[src/rtl/sync_fifo_param.sv]
// sync_fifo_param: parametrised single-clock FIFO with occupancy counter,
// almost-full/almost-empty thresholds, sticky error flags, synchronous flush
// and an optional first-word-fall-through read port.
module sync_fifo_param #(
  parameter int DATA_W   = 8,
  parameter int DEPTH    = 16,
  parameter int AF_LEVEL = DEPTH - 2,
  parameter int AE_LEVEL = 2,
  parameter int FWFT     = 0
) (
  input  logic                       clock,
  input  logic                       reset,
  input  logic                       flush,
  input  logic                       w_enable,
  input  logic [DATA_W-1:0]          write_data,
  input  logic                       r_enable,
  output logic [DATA_W-1:0]          read_data,
  output logic                       read_valid,
  output logic                       full,
  output logic                       empty,
  output logic                       almost_full,
  output logic                       almost_empty,
  output logic [$clog2(DEPTH):0]     count,
  output logic                       overflow,
  output logic                       underflow
);

  localparam int PW = $clog2(DEPTH);
  localparam int CW = PW + 1;
  localparam logic [CW-1:0] DEPTH_C = CW'(DEPTH);
  localparam logic [CW-1:0] AF_C    = CW'(AF_LEVEL);
  localparam logic [CW-1:0] AE_C    = CW'(AE_LEVEL);

  logic [DATA_W-1:0] mem [DEPTH];

  logic [PW-1:0] wptr_q, wptr_d;
  logic [PW-1:0] rptr_q, rptr_d;
  logic [CW-1:0] count_q, count_d;
  logic          overflow_q, overflow_d;
  logic          underflow_q, underflow_d;
  logic          rd_acc, wr_acc;

  assign empty        = (count_q == '0);
  assign full         = (count_q == DEPTH_C);
  assign almost_full  = (count_q >= AF_C);
  assign almost_empty = (count_q <= AE_C);
  assign count        = count_q;
  assign overflow     = overflow_q;
  assign underflow    = underflow_q;

  // A full FIFO still takes a write when a pop frees a slot in the same cycle.
  assign rd_acc = r_enable && !empty;
  assign wr_acc = w_enable && (!full || rd_acc);

  // Next-state for pointers, the single occupancy counter and sticky flags.
  always_comb begin
    wptr_d      = wptr_q;
    rptr_d      = rptr_q;
    count_d     = count_q;
    overflow_d  = overflow_q;
    underflow_d = underflow_q;
    if (flush) begin
      wptr_d      = '0;
      rptr_d      = '0;
      count_d     = '0;
      overflow_d  = 1'b0;
      underflow_d = 1'b0;
    end else begin
      if (wr_acc) wptr_d = wptr_q + PW'(1);
      if (rd_acc) rptr_d = rptr_q + PW'(1);
      case ({wr_acc, rd_acc})
        2'b10:   count_d = count_q + CW'(1);
        2'b01:   count_d = count_q - CW'(1);
        default: count_d = count_q;
      endcase
      if (w_enable && full && !rd_acc) overflow_d = 1'b1;
      if (r_enable && empty) underflow_d = 1'b1;
    end
  end

  // Control state registers, cleared asynchronously by reset.
  always_ff @(posedge clock or posedge reset) begin
    if (reset) begin
      wptr_q      <= '0;
      rptr_q      <= '0;
      count_q     <= '0;
      overflow_q  <= 1'b0;
      underflow_q <= 1'b0;
    end else begin
      wptr_q      <= wptr_d;
      rptr_q      <= rptr_d;
      count_q     <= count_d;
      overflow_q  <= overflow_d;
      underflow_q <= underflow_d;
    end
  end

  // Storage array; contents survive reset and are simply overwritten later.
  always_ff @(posedge clock) begin
    if (wr_acc && !flush) mem[wptr_q] <= write_data;
  end

  if (FWFT != 0) begin : g_fwft
    assign read_data  = mem[rptr_q];
    assign read_valid = !empty;
  end else begin : g_registered
    logic [DATA_W-1:0] read_data_q, read_data_d;
    logic              read_valid_q, read_valid_d;

    // Registered read port: a pop loads the head word, otherwise data holds.
    always_comb begin
      read_data_d  = read_data_q;
      read_valid_d = 1'b0;
      if (flush) begin
        read_data_d = '0;
      end else if (rd_acc) begin
        read_data_d  = mem[rptr_q];
        read_valid_d = 1'b1;
      end
    end

    // Read port registers, cleared asynchronously by reset.
    always_ff @(posedge clock or posedge reset) begin
      if (reset) begin
        read_data_q  <= '0;
        read_valid_q <= 1'b0;
      end else begin
        read_data_q  <= read_data_d;
        read_valid_q <= read_valid_d;
      end
    end

    assign read_data  = read_data_q;
    assign read_valid = read_valid_q;
  end

endmodule

[config.mk]
export PLATFORM = sky130hd
export DESIGN_NAME = sync_fifo_param
export DESIGN_NICKNAME = d
export VERILOG_FILES = /design/src/rtl/sync_fifo_param.sv
export SDC_FILE = /design/constraint.sdc
export NUM_CORES = 1
export LEC_CHECK = 0
export ABC_AREA = 1
export CAP_MARGIN = 25
export CORE_MARGIN = 1.5
export CORE_UTILIZATION = 25
export DETAILED_ROUTE_END_ITERATION = 10
export PLACE_DENSITY = 0.5
export SLEW_MARGIN = 20
export SYNTH_ARGS = -nofsm -noshare
export SYNTH_HDL_FRONTEND = slang
export SYNTH_SLANG_ARGS = --single-unit
[constraint.sdc]
create_clock -name clock -period 2.35 [get_ports clock]
set_input_delay 0.3525 -clock clock [delete_from_list [all_inputs] [get_ports clock]]
set_output_delay 0.3525 -clock clock [all_outputs]
set_load 0.005 [all_outputs]
==> metrics <==
Seq. cell area 4450 sq um; Post-synth EDFFs 128; Finished Layout Cells 1104; Routed Antenna Nets 0; Root Driver clkbuf_16; Synthesized Nets 715; predominant post-synthesis flop cell edfxtp_1; initial antenna violation count 0; placed instance count 1072; die area 28500 sq um; minimum clock period 2.21 ns; Synth Register Bits 152; total CTS buffers 17; largest net degree at the start of global routing 67; DRT iter0 DRCs 352; TNS Setup 0 ns; WP data required 2.00 ns; Yosys cell types 28; dpl hpwl 10700 microns; most common cell after layout, fill and taps aside nand2_1; first-pass GRT wire length 26200 microns; Final Hold Vio Count 0; number of buffers added on ports 32; htree depth 4; outcome finished, final reports clean; async set or reset register ratio after synthesis 15.8%; total gr overflow 0; Slew headroom 51.3%; # resized after CTS 0; CP max FO 5; Slew Limit Fails 0; clk_lat worst skew 0.42 ns; TritonCTS clock tree yes; cts hold-fix bufs 0; Warnings, synthesis 0; max_cap viols 0; starting density of the core 25.5%; clk buf depth 2; total number of vias 4716; PD cells 982 nW/um^2; core area 27000 sq um; Max Freq 452 MHz; WS Path Type reg -> out; area occupied by multi-input gates 1810 sq um; final setup fails 0; Slew @ Worst Pin 0.728 ns; Clock Pin Slew Worst Setup and Hold Paths 0.06 ns; Filler Cells Inserted 2773; final wirelength 16600 microns; height of the chip 169 microns; RSZ-0062 raised after global routing no; clk_skew 0.00690 ns; number of global-route vias before repair 4544; Worst VDD drop 524 uV; vias per inst 4.27; startpoint types register; Tot GR Track Use 12.3%; placer congestion estimate 0.779; Hold Slack 0.281 ns; post-CTS setup buffer count 0; cell area after synthesis 6870 sq um; area delta synth->final 21.9%; most frequent cells in the layout nand2_1 (218), edfxtp_1 (128), nand3_1 (114); # diodes 0; DR pass1 iterations 4; average cell area after synthesis 9.91 sq um; critical path capture point type output pin; row count 60; Syn Inst Count 693; worst hold path type in -> async; Final nets 772; drt drc 0; Die X 169 microns; Pleak 3.60 nW; Seq/Total Area, Yosys 64.7%; Tcrit/Tclk final 94.2%; data arrival time of the critical path 1.86 ns; num ports 33; share of cells above drive strength 1 9.96%; clock sinks 152; WL/cell 15.0 microns
[cell families after synthesis]
family	share of synthesized area [%]
compound gates	1.39
xor+xnor	0.255
fa+ha+maj	1.75
buf+inv	8.93
flops	64.7
simple gates	22.9
[layer usage]
metal | wire [microns] | track usage (%) | share of wire [%]
met4 | 152 | 3.53 | 0.92
met2 | 7780 | 19.5 | 47
met3 | 797 | 3.27 | 4.8
met5 | 0 | 0 | 0
met1 | 7850 | 16.6 | 47
[registers in the layout, indices dropped and copies added, names as in the netlist]
register,cells
read_valid,1
read_data,8
underflow,1
wptr_q,4
count,5
rptr_q,4
overflow,1
mem,128
[synthesized netlist by cell type (3+ instances only)]
| library cell | number | area [sq um] |
|---|---|---|
| nand2_1 | 218 | 818 |
| edfxtp_1 | 128 | 3840 |
| nand3_1 | 114 | 571 |
| inv_1 | 109 | 409 |
| dfrtp_1 | 24 | 601 |
| nor2_1 | 24 | 90.1 |
| buf_2 | 13 | 65.1 |
| buf_4 | 8 | 60.1 |
| ha_1 | 8 | 100 |
| o21ai_0 | 8 | 40.0 |
| a21oi_1 | 6 | 30.0 |
| inv_2 | 5 | 18.8 |
| buf_6 | 4 | 45.0 |
| nand3_2 | 3 | 30.0 |
| nand4_1 | 3 | 18.8 |
[area by class of cell]
type / instances / share of cell area, %
well taps: 341 / 5.10
flip-flops and latches: 152 / 53.1
clock buffers: 18 / 5.13
clock inverters: 14 / 2.45
multi-input cells: 398 / 21.6
repair buffers: 65 / 7.39
inverters: 116 / 5.20
[power by group]
| group | switching (mW) | leakage (nW) | total [mW] | internal [mW] |
|---|---|---|---|---|
| sequential | 0.109 | 1.48 | 3.16 | 3.05 |
| clock | 1.08 | 0.305 | 2.95 | 1.87 |
| combinational | 1.30 | 1.82 | 2.11 | 0.810 |
| total | 2.48 | 3.60 | 8.22 | 5.74 |
[final timing paths]
check / start / endpoint / slack (ns) / cells past startpoint
max in group asynchronous: reset / rptr_q[0] / 1.81 / 3
hold / removal: reset / read_data[1] / 0.28 / 3
setup / recovery: count[2] / full / 0.14 / 4
hold reg to reg: read_data[5] / read_data[5] / 0.48 / 2
setup reg to reg: count[2] / count[4] / 0.35 / 13
min in group clock: read_data[5] / read_data[5] / 0.48 / 2
[metrics by stage]
step	instance area, sq um	setup WS, ns	util (%)	total power, mW
6_report	8370	0.137	31.0	8.22
4_1_cts	8370	0.118	31.0	8.31
2_1_floorplan	6870	0.478	-	4.50
3_3_place_gp	7730	0.157	28.7	5.34
3_5_place_dp	7730	0.150	28.7	5.34
5_1_grt	8370	0.0290	31.0	8.69
[critical path: stages, from the launching register on]
cell	delay [ns]
dfrtp_1	0.46
nor2_2	0.19
nand3_1	0.18
inv_1	0.11
clkdlybuf4s50_1	0.50
No activity file was read; power rests on OpenSTA's default activity.
